**src/rtl/pll_lock_reset_seq_pkg.sv**
```systemverilog
// Shared definitions for the PLL lock / domain reset sequencer:
// FSM state encoding and the counter-width helper.
package pll_seq_pkg;

    typedef enum logic [2:0] {
        WAIT_LOCK = 3'd0,
        STABLE    = 3'd1,
        RELEASE   = 3'd2,
        RUN       = 3'd3,
        LOST      = 3'd4,
        PLLRST    = 3'd5
    } pll_state_t;

    // Bits needed for a counter that runs 0 .. n-1 (never narrower than 1).
    function automatic int cnt_w(input int n);
        return (n > 2) ? $clog2(n) : 1;
    endfunction

endpackage

```
**src/rtl/pll_lock_reset_seq_if.sv**
```systemverilog
// Status/reset bundle between the PLL lock sequencer and the rest of the board logic.
// The sequencer is the master: it consumes LOCK and drives the resets.
interface pll_lock_reset_seq_if #(
    parameter int N_RST      = 4,
    parameter int LOSS_CNT_W = 8
);
    logic                  locked_async;
    logic                  pll_rst;
    logic [N_RST-1:0]      rst_out;
    logic                  ready;
    logic [LOSS_CNT_W-1:0] loss_count;
    logic [2:0]            state_o;

    modport master (
        input  locked_async,
        output pll_rst, rst_out, ready, loss_count, state_o
    );

    modport slave (
        output locked_async,
        input  pll_rst, rst_out, ready, loss_count, state_o
    );
endinterface

```
**src/rtl/pll_lock_reset_seq_sync_ff.sv**
```systemverilog
// Multi-flop bit synchronizer with synchronous active-low clear, for any
// asynchronous status input. STAGES must be at least 2.
module sync_ff #(
    parameter int STAGES = 2
) (
    input  logic clk,
    input  logic resetn,
    input  logic d,
    output logic q
);
    logic [STAGES-1:0] sync_p;

    always_ff @(posedge clk) begin
        if (!resetn) sync_p <= '0;
        else         sync_p <= {sync_p[STAGES-2:0], d};
    end

    assign q = sync_p[STAGES-1];
endmodule

```
**src/rtl/pll_lock_reset_seq.sv**
```systemverilog
// Qualifies PLL lock on the free-running board clock and releases the PLL-clocked
// domain resets one by one; re-asserts them on lock loss and re-kicks the PLL on timeout.
module pll_lock_reset_seq
    import pll_seq_pkg::*;
#(
    parameter int SYNC_STAGES    = 2,
    parameter int STABLE_CYCLES  = 1024,
    parameter int N_RST          = 4,
    parameter int STAGGER        = 16,
    parameter int RELOCK_TIMEOUT = 65536,
    parameter int PLLRST_CYCLES  = 8,
    parameter int LOSS_CNT_W     = 8
) (
    input logic                  clk,
    input logic                  resetn,
    pll_lock_reset_seq_if.master bus
);
    localparam int SW = cnt_w(STABLE_CYCLES);
    localparam int GW = cnt_w(STAGGER);
    localparam int IW = cnt_w(N_RST);
    localparam int TW = cnt_w(RELOCK_TIMEOUT);
    localparam int PW = cnt_w(PLLRST_CYCLES);

    localparam logic [SW-1:0]    STABLE_LAST = SW'(STABLE_CYCLES - 1);
    localparam logic [GW-1:0]    STAG_LAST   = GW'(STAGGER - 1);
    localparam logic [IW-1:0]    IDX_LAST    = IW'(N_RST - 1);
    localparam logic [TW-1:0]    TO_LAST     = TW'(RELOCK_TIMEOUT - 1);
    localparam logic [PW-1:0]    PLL_LAST    = PW'(PLLRST_CYCLES - 1);
    localparam logic [N_RST-1:0] ALL_RST     = '1;
    localparam logic [N_RST-1:0] ONE_RST     = N_RST'(1);

    function automatic logic [LOSS_CNT_W-1:0] sat_inc(input logic [LOSS_CNT_W-1:0] v);
        return (&v) ? v : v + 1'b1;
    endfunction

    logic lock_s;

    pll_state_t            state, state_n;
    logic [SW-1:0]         stable_cnt, stable_n;
    logic [GW-1:0]         stag_cnt, stag_n;
    logic [IW-1:0]         idx, idx_n;
    logic [TW-1:0]         to_cnt, to_n;
    logic [PW-1:0]         pll_cnt, pll_n;
    logic [N_RST-1:0]      rst_r, rst_n;
    logic [LOSS_CNT_W-1:0] loss_r, loss_n;
    logic                  ready_r, pll_rst_r;

    sync_ff #(.STAGES(SYNC_STAGES)) u_lock_sync (
        .clk    (clk),
        .resetn (resetn),
        .d      (bus.locked_async),
        .q      (lock_s)
    );

    always_comb begin
        state_n  = state;
        stable_n = stable_cnt;
        stag_n   = stag_cnt;
        idx_n    = idx;
        to_n     = to_cnt;
        pll_n    = pll_cnt;
        rst_n    = rst_r;
        loss_n   = loss_r;

        case (state)
            WAIT_LOCK: begin
                rst_n = ALL_RST;
                if (lock_s) begin
                    state_n  = STABLE;
                    stable_n = '0;
                end
            end
            STABLE: begin
                if (!lock_s) begin
                    state_n = WAIT_LOCK;
                end else if (stable_cnt == STABLE_LAST) begin
                    state_n = RELEASE;
                    idx_n   = '0;
                    stag_n  = '0;
                end else begin
                    stable_n = stable_cnt + 1'b1;
                end
            end
            RELEASE, RUN: begin
                // A drop always beats a release due on the same edge.
                if (!lock_s) begin
                    state_n = LOST;
                    rst_n   = ALL_RST;
                    loss_n  = sat_inc(loss_r);
                    to_n    = '0;
                end else if (state == RELEASE) begin
                    if (stag_cnt == STAG_LAST) begin
                        rst_n  = rst_r & ~(ONE_RST << idx);
                        stag_n = '0;
                        if (idx == IDX_LAST) state_n = RUN;
                        else                 idx_n   = idx + 1'b1;
                    end else begin
                        stag_n = stag_cnt + 1'b1;
                    end
                end
            end
            LOST: begin
                if (lock_s) begin
                    state_n  = STABLE;
                    stable_n = '0;
                end else if (to_cnt == TO_LAST) begin
                    state_n = PLLRST;
                    pll_n   = '0;
                end else begin
                    to_n = to_cnt + 1'b1;
                end
            end
            PLLRST: begin
                if (pll_cnt == PLL_LAST) state_n = WAIT_LOCK;
                else                     pll_n   = pll_cnt + 1'b1;
            end
            default: begin
                state_n = WAIT_LOCK;
                rst_n   = ALL_RST;
            end
        endcase
    end

    // ready and pll_rst are decoded from the next state so they line up with it.
    always_ff @(posedge clk) begin
        if (!resetn) begin
            state      <= WAIT_LOCK;
            stable_cnt <= '0;
            stag_cnt   <= '0;
            idx        <= '0;
            to_cnt     <= '0;
            pll_cnt    <= '0;
            rst_r      <= ALL_RST;
            loss_r     <= '0;
            ready_r    <= 1'b0;
            pll_rst_r  <= 1'b0;
        end else begin
            state      <= state_n;
            stable_cnt <= stable_n;
            stag_cnt   <= stag_n;
            idx        <= idx_n;
            to_cnt     <= to_n;
            pll_cnt    <= pll_n;
            rst_r      <= rst_n;
            loss_r     <= loss_n;
            ready_r    <= (state_n == RUN);
            pll_rst_r  <= (state_n == PLLRST);
        end
    end

    assign bus.rst_out    = rst_r;
    assign bus.pll_rst    = pll_rst_r;
    assign bus.ready      = ready_r;
    assign bus.loss_count = loss_r;
    assign bus.state_o    = state;
endmodule

```
**src/flat_wrapper.sv**
```systemverilog
// flat-port wrapper written by rule: the top's interface ports become plain ports
module pll_lock_reset_seq_flat import pll_seq_pkg::*;
#(
    parameter int SYNC_STAGES    = 2,
    parameter int STABLE_CYCLES  = 1024,
    parameter int N_RST          = 4,
    parameter int STAGGER        = 16,
    parameter int RELOCK_TIMEOUT = 65536,
    parameter int PLLRST_CYCLES  = 8,
    parameter int LOSS_CNT_W     = 8
)
  (clk, resetn, bus_locked_async, bus_pll_rst, bus_rst_out, bus_ready, bus_loss_count, bus_state_o);
  pll_lock_reset_seq_if #(.N_RST(N_RST), .LOSS_CNT_W(LOSS_CNT_W)) bus_i ();
  input logic clk;
  input logic resetn;
  input wire logic [$bits(bus_i.locked_async)-1:0] bus_locked_async;
  output wire logic [$bits(bus_i.pll_rst)-1:0] bus_pll_rst;
  output wire logic [$bits(bus_i.rst_out)-1:0] bus_rst_out;
  output wire logic [$bits(bus_i.ready)-1:0] bus_ready;
  output wire logic [$bits(bus_i.loss_count)-1:0] bus_loss_count;
  output wire logic [$bits(bus_i.state_o)-1:0] bus_state_o;
  assign bus_i.locked_async = bus_locked_async;
  assign bus_pll_rst = bus_i.pll_rst;
  assign bus_rst_out = bus_i.rst_out;
  assign bus_ready = bus_i.ready;
  assign bus_loss_count = bus_i.loss_count;
  assign bus_state_o = bus_i.state_o;
  pll_lock_reset_seq #(.SYNC_STAGES(SYNC_STAGES), .STABLE_CYCLES(STABLE_CYCLES), .N_RST(N_RST), .STAGGER(STAGGER), .RELOCK_TIMEOUT(RELOCK_TIMEOUT), .PLLRST_CYCLES(PLLRST_CYCLES), .LOSS_CNT_W(LOSS_CNT_W)) u_core (.clk(clk), .resetn(resetn), .bus(bus_i));
endmodule
```
**config.mk**
```make
export PLATFORM = sky130hd
export DESIGN_NAME = pll_lock_reset_seq_flat
export DESIGN_NICKNAME = d
export VERILOG_FILES = /design/src/rtl/pll_lock_reset_seq_pkg.sv /design/src/rtl/pll_lock_reset_seq_if.sv /design/src/rtl/pll_lock_reset_seq_sync_ff.sv /design/src/rtl/pll_lock_reset_seq.sv /design/src/flat_wrapper.sv
export SDC_FILE = /design/constraint.sdc
export NUM_CORES = 1
export LEC_CHECK = 0
export ABC_AREA = 1
export CORE_MARGIN = 2
export CORE_UTILIZATION = 25
export DETAILED_ROUTE_END_ITERATION = 6
export GPL_TIMING_DRIVEN = 0
export PLACE_DENSITY = 0.51
export SYNTH_ARGS = -nofsm -noshare
export SYNTH_HDL_FRONTEND = slang
export SYNTH_SLANG_ARGS = --single-unit
export TNS_END_PERCENT = 10
```
**constraint.sdc**
```tcl
create_clock -name clk -period 1.75 [get_ports clk]
set_input_delay 0.35 -clock clk [delete_from_list [all_inputs] [get_ports clk]]
set_output_delay 0.35 -clock clk [all_outputs]
set_load 0.01 [all_outputs]
```
==> results of run 1 <==
==> worst reg2reg max path, delay by kind of cell (launching register included) <==
kind                       cells  cell delay (ns)
and+or+nand+nor                5             0.48
adders and majority gates      1             0.18
buffers and inverters          1             0.16
AOI/OAI and AO/OA              2             0.32
DFF                            1             0.37
==> per-stage QoR <==
stage                     instance area (um^2)  setup WS [ns]  setup TNS, ns  util (%)  std cells
final                                     3580          0.118              0      31.1        628
after global routing                      3580     -0.0000864     -0.0000864      31.1        628
after CTS                                 3540        0.00443              0      30.7        626
after detailed placement                  3350         -0.330          -6.49      29.1        617
after global placement                    3350         -0.317          -6.45      29.1        617
after floorplan                           2990          0.206              0         -        455
==> power by group <==
part	leakage (nW)	switching [W]	internal, W
Clock	0.0771	0.000469	0.000677
Combinational	0.843	0.0000508	0.0000215
Sequential	0.440	0.00000307	0.00123
==> path summary, 6_finish.rpt <==
kind / start / endpoint / depth (start not counted) / slack, ns
max reg2reg: u_core.to_cnt[0] / u_core.to_cnt[12] / 9 / 0.14
min: u_core.u_lock_sync.sync_p[0] / u_core.u_lock_sync.sync_p[1] / 2 / 0.42
min reg2reg: u_core.u_lock_sync.sync_p[0] / u_core.u_lock_sync.sync_p[1] / 2 / 0.42
max: resetn / u_core.idx[1] / 4 / 0.12
==> kinds of logic after synthesis <==
logic type | synth area share (%)
AO/OA/AOI/OAI | 11.1
XOR/XNOR | 2.35
adder cells (fa/ha/maj) | 4.19
buffers and inverters | 8.97
flip-flops | 36.2
AND/OR/NAND/NOR | 37.2
==> cell usage after synthesis (5+ instances only) <==
master / instances
a21oi_1: 38
dfxtp_1: 54
ha_1: 10
inv_1: 53
nand2_1: 131
nand2_2: 6
nand3_1: 22
nand4_1: 7
nor2_1: 63
nor2_2: 6
nor2_4: 5
nor3_1: 12
o21ai_0: 15
o21ai_1: 5
xor2_1: 5
==> state kept, by name, summed over array words and instances (netlist names) <==
name	count
u_core.stable_cnt	10
u_core.stag_cnt	4
u_core.bus.ready	1
u_core.pll_cnt	3
u_core.bus.rst_out	4
u_core.idx	2
u_core.bus.pll_rst	1
u_core.bus.loss_count	8
u_core.to_cnt	16
u_core.u_lock_sync.sync_p	2
u_core.bus.state_o	3
==> repair_timing <==
action                     in CTS  in global routing
setup endpoints to repair      12                 35
pin swaps                       2                  5
gates resized for setup         4                 15
gates cloned                    0                  1
setup buffers                   1                  1
==> area by class of cell <==
| type | count | area (um^2) |
|---|---|---|
| fill | 1263 | 7940 |
| multi-input combinational | 337 | 1660 |
| sequential | 54 | 1090 |
| inverter | 57 | 216 |
| timing repair buffer | 21 | 205 |
| tap | 143 | 179 |
| clock buffer | 6 | 129 |
| buffer | 8 | 56.3 |
| clock inverter | 2 | 37.5 |
==> per-layer routing <==
metal,track usage (%),vias to the layer above,share of wire [%]
li1,-,1500,-
met1,14.5,1270,49
met2,19.2,43,46
met3,2.14,10,2.9
met4,3.66,0,1.7
met5,0,-,0
==> flow_metrics.py, run 1 <==
metrics = {
    "run_status": {
        "status": "complete, no violations",
    },
    "placed_design": {
        "finalWeightedCongestion": 0.816,
        "dp.final_hpwl_mm": 5.14,
        "io_buffer_count": 19,
    },
    "timing": {
        "tightest_slew_ns": 0.601,
        "slew_headroom_pct": 59.9,
        "whs_ns": 0.420,
        "hold_viol": 0,
        "min_period_ns": 1.63,
        "setup_violations": 0,
        "fin_crit_sh_pct": 93.2,
        "finalClockSkew_ns": 0.00554,
        "fmax_mhz": 613,
        "finalMaxSlewViolations": 0,
    },
    "floorplan": {
        "dieArea_um2": 12800,
        "die_w_um": 113,
        "fp.coreArea_um2": 11500,
        "start_util_pct": 25.9,
        "rows": 39,
        "io_pins": 20,
        "die_h_um": 113,
    },
    "worst_setup_path": {
        "critPathKind": "input port to register",
        "arrival_ns": 1.85,
        "cp_data_required_time_ns": 1.97,
        "cp-start-kind": "input port",
        "cp_num_buf_inv": 3,
        "cp_slowest_stage_delay_ns": 0.69,
        "cp_top_family": "buffers and inverters",
        "critPathSlowestCell": "clkdlybuf4s50_1",
        "critPathMaxFanout": 10,
        "crit_path_cell_trace": "clkdlybuf4s50_1 > clkinv_2 > clkbuf_1 > a21oi_1",
        "worstSetupEndpointType": "register",
    },
    "synthesis": {
        "avgSynthCellArea_um2": 6.56,
        "ys_seq_area_share_pct": 36.2,
        "syn_area_um2": 2990,
        "synthDistinctLibCells": 29,
        "synthArstFlopShare_pct": 0,
        "synthTopCellsByArea": "dfxtp_1 (36%), nand2_1 (16%), nor2_1 (7.9%)",
        "synthesis.instances": 455,
        "yosysTopAreaCell": "dfxtp_1",
        "ys.warnings.count": 0,
        "syn-num-nets": 468,
        "synth-seq-cells": 54,
        "synth_ff_type": "dfxtp_1",
        "synth_top_area_share_pct": 36.2,
        "synth_edf_count": 0,
    },
    "global_routing": {
        "antenna_found_initial": 0,
        "grt_max_degree": 17,
        "grtUsageTotal_pct": 11.3,
        "grt_pass1_wl_mm": 12.1,
        "grt_overflow": 0,
        "grt_pass1_vias": 2639,
    },
    "clock_tree": {
        "clock-sinks": 54,
        "cts-root-buf": "clkbuf_16",
        "numCtsBuffers": 5,
        "tritoncts": "done",
        "h-tree-depth": 2,
        "cts_max_path_buffers": 2,
        "cts_hold_buf": 0,
        "clkSlewWorstSetupHoldPaths_ns": 0.07,
        "clock_latency_ns": 0.29,
    },
    "cells_and_area": {
        "final_common_cell": "nand2_1",
        "nets": 497,
        "diodes": 0,
        "final_cell_mix": "nand2_1 (130), nor2_1 (63), inv_1 (52)",
        "synthToLayoutAreaGrowth_pct": 19.9,
        "drive_gt1_share_pct": 10.7,
    },
    "run": {
        "maxCapViolations": 0,
    },
    "pwr": {
        "p_leak_nw": 1.36,
        "p_total_w": 0.00245,
        "ir_drop_mv": 0.335,
        "powerDensity_nw_per_um2": 685,
    },
    "drt": {
        "drt_pass1_iterations": 4,
        "wl_per_cell_um": 11.1,
        "drt-initial-drc-count": 140,
        "vias_per_cell": 4.50,
        "wl_mm": 6.95,
        "antenna_left": 0,
        "vias": 2823,
        "drc": 0,
    },
    "hold_path": {
        "hold_class": "register to register",
    },
}
Note: power is estimated with default switching activity, not from simulation.
==> inputs of run 2 (changes only) <==
--- a/config.mk
+++ b/config.mk
@@ -11,6 +11,7 @@
 export DETAILED_ROUTE_END_ITERATION = 6
 export GPL_TIMING_DRIVEN = 0
 export PLACE_DENSITY = 0.51
+export SLEW_MARGIN = 25
 export SYNTH_ARGS = -nofsm -noshare
 export SYNTH_HDL_FRONTEND = slang
 export SYNTH_SLANG_ARGS = --single-unit
==> results of run 2 <==
The final DEF is identical to that of run 1; final timing and power are the same.
